<file path="src/rtl/fpu_issue_ctl.sv">
// FPU issue controller: accepts one op at a time, times its fixed latency and stalls decode.
// Optional `FPU_RAW_CHECK_EN` enables per-register RAW hazard checking instead of full blocking.
module fpu_issue_ctl #(
    parameter int LAT_ADD  = 3,
    parameter int LAT_MUL  = 2,
    parameter int LAT_DIV  = 8,
    parameter int LAT_SQRT = 8,
    parameter int LAT_MISC = 1
) (
    input  logic       clk,
    input  logic       rst,
    input  logic       in_valid,
    input  logic       use_fpu,
    input  logic [4:0] ctl,
    input  logic       writef,
    input  logic [4:0] write_reg,
    input  logic       readf1,
    input  logic       readf2,
    input  logic       read_reg1,
    input  logic       read_reg2,
    input  logic [4:0] reg1_addr,
    input  logic [4:0] reg2_addr,
    input  logic       flush,
    output logic       fpu_start,
    output logic [4:0] fpu_ctl,
    output logic       stall,
    output logic       busy,
    output logic       wb_valid,
    output logic [4:0] wb_reg,
    output logic       wb_float
);

    typedef enum logic [1:0] {IDLE, BUSY, DONE} state_t;

    state_t     state, state_nx;
    logic [4:0] cnt, cnt_nx;
    logic [4:0] pend_reg;
    logic       pend_writef;
    logic [4:0] lat;
    logic       hazard;
    logic       accept;

    always_comb begin
        case (ctl)
            5'd0, 5'd1: lat = 5'(LAT_ADD);
            5'd2:       lat = 5'(LAT_MUL);
            5'd4:       lat = 5'(LAT_DIV);
            5'd19:      lat = 5'(LAT_SQRT);
            default:    lat = 5'(LAT_MISC);
        endcase
    end

`ifdef FPU_RAW_CHECK_EN
    logic src1_hit, src2_hit;

    // x0 is hard-wired zero, so an integer write to it can never create a dependency.
    assign src1_hit = pend_writef ? (readf1 && reg1_addr == pend_reg)
                                  : (read_reg1 && reg1_addr == pend_reg && reg1_addr != 5'd0);
    assign src2_hit = pend_writef ? (readf2 && reg2_addr == pend_reg)
                                  : (read_reg2 && reg2_addr == pend_reg && reg2_addr != 5'd0);
    assign hazard   = src1_hit || src2_hit;
`else
    logic unused_src_info;

    assign unused_src_info = ^{readf1, readf2, read_reg1, read_reg2, reg1_addr, reg2_addr};
    assign hazard          = 1'b1;
`endif

    // DONE never stalls: the register files forward the same-cycle writeback.
    assign stall  = in_valid && (state == BUSY) && (use_fpu || hazard);
    assign accept = in_valid && use_fpu && !flush && !stall && (state == IDLE || state == DONE);

    always_comb begin
        // NOTE: every combinational output gets a default first so no path infers a latch.
        state_nx = state;
        cnt_nx   = cnt;
        case (state)
            BUSY: begin
                cnt_nx = cnt - 5'd1;
                if (cnt == 5'd1) state_nx = DONE;
            end
            DONE:    state_nx = IDLE;
            default: state_nx = state;
        endcase
        if (accept) begin
            state_nx = (lat == 5'd1) ? DONE : BUSY;
            cnt_nx   = lat - 5'd1;
        end
    end

    always_ff @(posedge clk) begin
        // NOTE: sequential state uses non-blocking assignments so all registers update together.
        if (rst) begin
            state       <= IDLE;
            cnt         <= 5'd0;
            pend_reg    <= 5'd0;
            pend_writef <= 1'b0;
        end else begin
            state <= state_nx;
            cnt   <= cnt_nx;
            if (accept) begin
                pend_reg    <= write_reg;
                pend_writef <= writef;
            end
        end
    end

    assign fpu_start = accept;
    assign fpu_ctl   = accept ? ctl : 5'd0;
    assign busy      = (state != IDLE);
    assign wb_valid  = (state == DONE);
    assign wb_reg    = wb_valid ? pend_reg : 5'd0;
    assign wb_float  = wb_valid && pend_writef;

endmodule

</file>
<file path="config.mk">
export PLATFORM = sky130hd
export DESIGN_NAME = fpu_issue_ctl
export DESIGN_NICKNAME = d
export VERILOG_FILES = /design/src/rtl/fpu_issue_ctl.sv
export SDC_FILE = /design/constraint.sdc
export NUM_CORES = 1
export LEC_CHECK = 0
export CAP_MARGIN = 30
export CORE_UTILIZATION = 40
export CTS_BUF_LIST = sky130_fd_sc_hd__clkbuf_4
export CTS_CLUSTER_DIAMETER = 100
export DETAILED_ROUTE_END_ITERATION = 10
export GPL_TIMING_DRIVEN = 0
export PLACE_DENSITY_LB_ADDON = 0.15
export SLEW_MARGIN = 20
export SYNTH_ARGS = -nofsm -noshare
export SYNTH_HDL_FRONTEND = slang
export SYNTH_SLANG_ARGS = --single-unit
</file>
<file path="constraint.sdc">
create_clock -name clk -period 2 [get_ports clk]
set_input_delay 0.3 -clock clk [delete_from_list [all_inputs] [get_ports clk]]
set_output_delay 0.3 -clock clk [all_outputs]
set_load 0.005 [all_outputs]
</file>
==> results of run 1 <==
==> path summary, 6_finish.rpt <==
| check | from | endpoint |
|---|---|---|
| min reg2reg | pend_reg[3] | pend_reg[3] |
| max | state[1] | wb_reg[3] |
| max reg2reg | cnt[0] | state[0] |
| min | pend_reg[3] | pend_reg[3] |
==> layer usage <==
| metal | vias up | wire length (µm) | track usage |
|---|---|---|---|
| met5 | - | 0 | 0 |
| met4 | 0 | 21 | 0.100 |
| met3 | 2 | 136 | 0.0415 |
| met2 | 28 | 1000 | 0.330 |
| met1 | 385 | 932 | 0.246 |
| li1 | 427 | - | - |
==> cells in the mapped netlist (2+ instances only) <==
cell	n
nor2_1	2
ha_1	5
nor4b_1	2
buf_4	2
nand3_1	3
a21oi_1	11
o22ai_1	2
dfxtp_1	13
and2_1	12
nand2_1	14
nand2b_1	2
inv_1	7
nor3_1	2
==> cell type report <==
class / count / area share
Multi-Input combinational cell: 76 / 0.426
Timing Repair Buffer: 35 / 0.280
Sequential cell: 13 / 0.209
Tap cell: 27 / 0.0266
Inverter: 8 / 0.0256
Clock buffer: 4 / 0.0237
Buffer: 2 / 0.00888
==> where the power goes <==
part / internal (mW) / leakage (nW) / switching (mW) / total (mW)
clock: 0.0911 / 0.0184 / 0.0916 / 0.183
sequential: 0.267 / 0.107 / 0.00833 / 0.276
combinational: 0.0707 / 0.476 / 0.0532 / 0.124
==> worst max-delay path: cells and delay by family (launching register included) <==
| family | cells | cell delay (ns) |
|---|---|---|
| buffers and inverters | 2 | 0.59 |
| flip-flops | 1 | 0.39 |
| AND/OR/NAND/NOR | 2 | 0.32 |
==> kinds of logic (layout without fill, tap and decap cells) <==
logic type / count (synthesis) / count (layout) / synth area share
buf+inv: 11 / 49 / 0.0581
simple gates: 44 / 44 / 0.322
compound gates: 24 / 24 / 0.200
fa+ha+maj: 5 / 5 / 0.0745
mux: 2 / 2 / 0.0253
xor+xnor: 1 / 1 / 0.0104
flops: 13 / 13 / 0.310
==> through the flow <==
stage	instance area, µm²	hold slack (ns)	setup WS, ns
CTS	1230	0.453	0.00182
global route	1270	0.482	0.00213
floorplan	840	0.414	0.463
finish	1270	0.452	0.122
detailed placement	1170	0.442	-0.289
global placement	1170	0.439	-0.274
==> repair_timing <==
item,in CTS,in global routing
setup buffers,3,2
setup endpoints to repair,14,13
pin swaps,0,1
gates resized for setup,6,11
hold buffers,0,0
==> metrics.md, run 1 <==
| Metric | Value |
|---|---|
| Synth Net Count | 135 |
| CP startpoint kind | flip-flop |
| CP max FO | 7 |
| CTS buffer count | 3 |
| Fraction of layout cells with a size suffix above 1 | 0.145 |
| Commonest non-fill, non-tap cell in the layout | clkdlybuf4s50_1 |
| Setup TNS | 0 ns |
| ANT cells | 0 |
| Drt initial violations | 10 |
| Die width | 47.8 µm |
| Layout Nets | 174 |
| Number of detailed-routing iterations run before antenna repair | 4 |
| Worst slew pin tran | 0.490 ns |
| Hold path cells | 2 |
| CP Data Arrival Time | 1.58 ns |
| Number of global-route vias before repair | 711 |
| Average cell area after synthesis | 8.40 µm² |
| Number of synthesized register bits | 13 |
| CP max-delay cell | clkdlybuf4s50_1 |
| Minimum clock period | 1.88 ns |
| Placed insts | 157 |
| Synth warnings | 0 |
| DP HPWL | 1.53 mm |
| Fillcell total | 175 |
| Die span in y | 47.8 µm |
| DR WL/cell | 12.7 µm |
| Pwr Total | 0.582 mW |
| Total GRT Usage | 0.200 |
| Final setup skew | 0.00192 ns |
| Peak supply drop | 0.426 mV |
| Netlist cell types | 36 |
| WP data required | 1.70 ns |
| Max Cap Violations | 0 |
| Final wirelength | 2.09 mm |
| Most area-hungry cell type in the Yosys netlist | dfxtp_1 |
| Starting Density | 0.428 |
| Cells after Synth | 100 |
| Final std cells w/o fill | 165 |
| Static Leak | 0.601 nW |
| PD cells | 459 nW/µm² |
| Detailed-route DRC error count | 0 |
| Via density | 5.10 |
| Area of the multi-input gates | 541 µm² |
| Die area | 2290 µm² |
| CTS tree | built |
| Most frequent cells in the layout | clkdlybuf4s50_1, nand2_1, and2_1 |
| Routed Antenna Nets | 0 |
| Post-synth EDFFs | 0 |
| Root Driver | clkbuf_4 |
| Asr flop ratio synth | 0 |
| Fin crit share | 0.939 |
| Synthesized cell area | 840 µm² |
| Pin count of the biggest net entering global routing | 11 |
| FF+latch area | 265 µm² |
| Status | finished, final reports clean |
| Total gr overflow | 0 |
| Final Hold Viols | 0 |
| Initial antenna violation count | 0 |
| CTS max path bufs | 2 |
| Global placer's final weighted congestion | 0.791 |
| Relative slew slack | 0.669 |
| CP Class | reg -> out |
| Critical path endpoint category | primary output |
| Core area | 1960 µm² |
| Synth Flop Type | dfxtp_1 |
| CP max stage delay | 0.50 ns |
| Clk slew on worst S/H paths | 0.08 ns |
| Util after Layout | 0.647 |
| Row count | 16 |
| Slew Limit Fails | 0 |
| H-tree Lvls | 1 |
| Total via count in the routed design | 842 |
| First-pass GRT wire length | 3.11 mm |
| # IOs | 45 |
| Layout area overhead | 51.1% |
| Worst Hold Class | reg -> reg |
| CTS sink count | 13 |
| Unrepaired setup endpoints after global routing | false |
| # setup viols final | 0 |
| Max Clock Freq | 532 MHz |
| Largest cells by area after synthesis | dfxtp_1, and2_1, ha_1 |
| Worst R2R Path Depth | 4 |
| Clk Latency, worst-skew pair | 0.28 ns |
| Register area share after synthesis | 0.310 |
| CP Cell Sequence | inv_1 > nor2_4 > and2_1 > clkdlybuf4s50_1 |
| Synth top area share | 0.310 |
| Buffers added on ports | 30 |
| Worst R2R Setup Slack | 0.45 ns |
Note: power is estimated with default switching activity, not from simulation.
==> inputs of run 2 (changes only) <==
--- a/config.mk
+++ b/config.mk
@@ -6,13 +6,12 @@
 export NUM_CORES = 1
 export LEC_CHECK = 0
 export CAP_MARGIN = 30
-export CORE_UTILIZATION = 40
+export CORE_UTILIZATION = 43
 export CTS_BUF_LIST = sky130_fd_sc_hd__clkbuf_4
 export CTS_CLUSTER_DIAMETER = 100
 export DETAILED_ROUTE_END_ITERATION = 10
 export GPL_TIMING_DRIVEN = 0
 export PLACE_DENSITY_LB_ADDON = 0.15
-export SLEW_MARGIN = 20
 export SYNTH_ARGS = -nofsm -noshare
 export SYNTH_HDL_FRONTEND = slang
 export SYNTH_SLANG_ARGS = --single-unit
==> constraint.sdc (replaced) <==
create_clock -name clk -period 2.3 [get_ports clk]
set_input_delay 0.345 -clock clk [delete_from_list [all_inputs] [get_ports clk]]
set_output_delay 0.345 -clock clk [all_outputs]
set_load 0.005 [all_outputs]
==> run 2 against run 1 <==
Against the previous run: sequential power fell by 13%; non-clock buffer count is 2 lower; combinational power fell by 12%; clock skew grew 0.0075 ns; routed wire length is 0.33% higher; sequential share of layout area rose by 0.40 points; utilization grew 3.8 points; register-to-register slack improved by 0.35 ns; global-route usage up 2.3 points; cell count shrank 2.4%; critical path depth increased by 2; count of clock-buffer cells in the layout unchanged; largest cell class unchanged; highest routed layer unchanged.
==> metrics.md, run 2 (same netlist as run 1, synthesis figures left out) <==
| Metric | Value |
|---|---|
| Max Clock Freq | 448 MHz |
| Pin count of the biggest net entering global routing | 11 (unchanged) |
| Fin crit share | 0.971 |
| Final setup skew | 0.00938 ns (+0.00745 ns) |
| CP max FO | 10 (+3) |
| Fraction of layout cells with a size suffix above 1 | 0.110 (-0.0346) |
| Number of detailed-routing iterations run before antenna repair | 4 (unchanged) |
| Pre-CTS WS | -0.0683 ns (+0.220 ns) |
| Minimum clock period | 2.23 ns |
| Status | finished, final reports clean |
| Most frequent cells in the layout | clkdlybuf4s50_1, nand2_1, dfxtp_1 |
| Starting Density | 0.471 (+0.0429) |
| Layout area overhead | 45.5% |
| Design Area, Final | 1220 µm² (-3.7%) |
| Post-CTS Hold Fix Bufs | 0 (unchanged) |
| Placed inst area | 1170 µm² (-0.21%) |
| CP Class | in -> out |
| H-tree Lvls | 1 (unchanged) |
| Static Leak | 0.471 nW (-22%) |
| CTS sink count | 13 (unchanged) |
| Initial antenna violation count | 0 (unchanged) |
| Slew Limit Fails | 0 (unchanged) |
| Setup ws final | 0.0665 ns (-0.0552 ns) |
| First-pass GRT wire length | 3.34 mm (+7.3%) |
| Relative slew slack | 0.656 (-0.0125) |
| DR WL/cell | 13.0 µm (+2.8%) |
| Final wirelength | 2.10 mm (+0.33%) |
| Clk slew on worst S/H paths | 0.08 ns (about the same) |
| Core area | 1780 µm² (-9.1%) |
| CTS tree | built |
| # IOs | 45 (unchanged) |
| Buffers added on ports | 30 (unchanged) |
| Final Hold Viols | 0 (unchanged) |
| Die span in y | 46.2 µm (-3.4%) |
| Drt initial violations | 24 (+14) |
| PD cells | 418 nW/µm² (-8.9%) |
| Global placer's final weighted congestion | 0.941 (+19%) |
| Fillcell total | 161 (-8.0%) |
| Worst Hold Class | reg -> reg |
| CTS max path bufs | 2 (unchanged) |
| Setup TNS | 0 ns (unchanged) |
| CP startpoint kind | primary input |
| Row count | 15 (-1) |
| Commonest non-fill, non-tap cell in the layout | clkdlybuf4s50_1 |
| Total via count in the routed design | 863 (+2.5%) |
| # setup viols final | 0 (unchanged) |
| Critical path endpoint category | primary output |
| Routed Antenna Nets | 0 (unchanged) |
| Number of global-route vias before repair | 768 (+8.0%) |
| Peak supply drop | 0.272 mV (-36%) |
| Detailed-route DRC error count | 0 (unchanged) |
| Clk Latency, worst-skew pair | 0.29 ns (about the same) |
| Layout Nets | 172 (-1.1%) |
| Via density | 5.36 (+5.0%) |
| ANT cells | 0 (unchanged) |
| Total GRT Usage | 0.223 (+0.0231) |
| CTS buffer count | 3 (unchanged) |
| Util after Layout | 0.685 (+0.0382) |
| CP Data Arrival Time | 1.89 ns (+0.31 ns) |
| Die width | 46.2 µm (-3.4%) |
| Worst slew pin tran | 0.516 ns (+0.0257 ns) |
| Total gr overflow | 0 (unchanged) |
| Root Driver | clkbuf_4 |
| WHS | 0.454 ns (+0.00196 ns) |
| Max Cap Violations | 0 (unchanged) |
| WP data required | 1.96 ns (+0.26 ns) |
| DP HPWL | 1.54 mm (+0.40%) |
| Die area | 2130 µm² (-6.7%) |
-- run 2: changes by cell type in the layout (fill, tap and decap cells not counted), moves of 2 or more --
cell             previous run  this run
dfxtp_1                    11        13
clkdlybuf4s50_1            20        30
dlygate4sd2_1               2         0
dlymetal6s2s_1              8         0
buf_4                       6         4
-- run 2: layer usage --
layer	wire, µm	global-route usage	vias up	part of all wire
li1	-	-	426	-
met5	0	0	-	0
met2	1020	0.355	26	0.48
met3	108	0.0471	2	0.051
met4	23	0.118	0	0.011
met1	953	0.279	409	0.45
-- run 2: worst paths after layout --
check | from | end | slack (ns) | cells after the start
min reg2reg | pend_writef | pend_writef | 0.45 | 2
min | pend_writef | pend_writef | 0.45 | 2
max | in_valid | fpu_ctl[2] | 0.07 | 6
max reg2reg | cnt[1] | state[0] | 0.80 | 5
-- run 2: timing repair --
action                     4_1_cts  5_1_grt
setup endpoints to repair        5       11
buffers inserted                 1        1
resized for setup                1        1
pin swaps                        0        1
-- run 2: power by group --
group,switching (mW),internal (mW)
clock,0.0818,0.0792
combinational,0.0468,0.0622
sequential,0.00715,0.233
-- run 2: metrics by stage --
stage	power (mW)	cells
floorplan	0.296	100
global placement	0.347	155
CTS	0.512	160
finish	0.511	161
global route	0.537	161
detailed placement	0.351	155
-- run 2: cell type report --
type                    instances  area [µm²]  area share
multi-input cells              76         533       0.436
well taps                      25        31.3      0.0256
clock buffers                   4        30.0      0.0246
inverters                       8        32.5      0.0266
plain buffers                   3        18.8      0.0154
flip-flops and latches         13         260       0.213
repair buffers                 32         315       0.258
-- run 2: worst max-delay path, cell delays in order --
cell and delay (ns):
clkdlybuf4s50_1 0.52, nand4bb_4 0.15, inv_4 0.09, buf_4 0.15, and2_1 0.13, clkdlybuf4s50_1 0.50
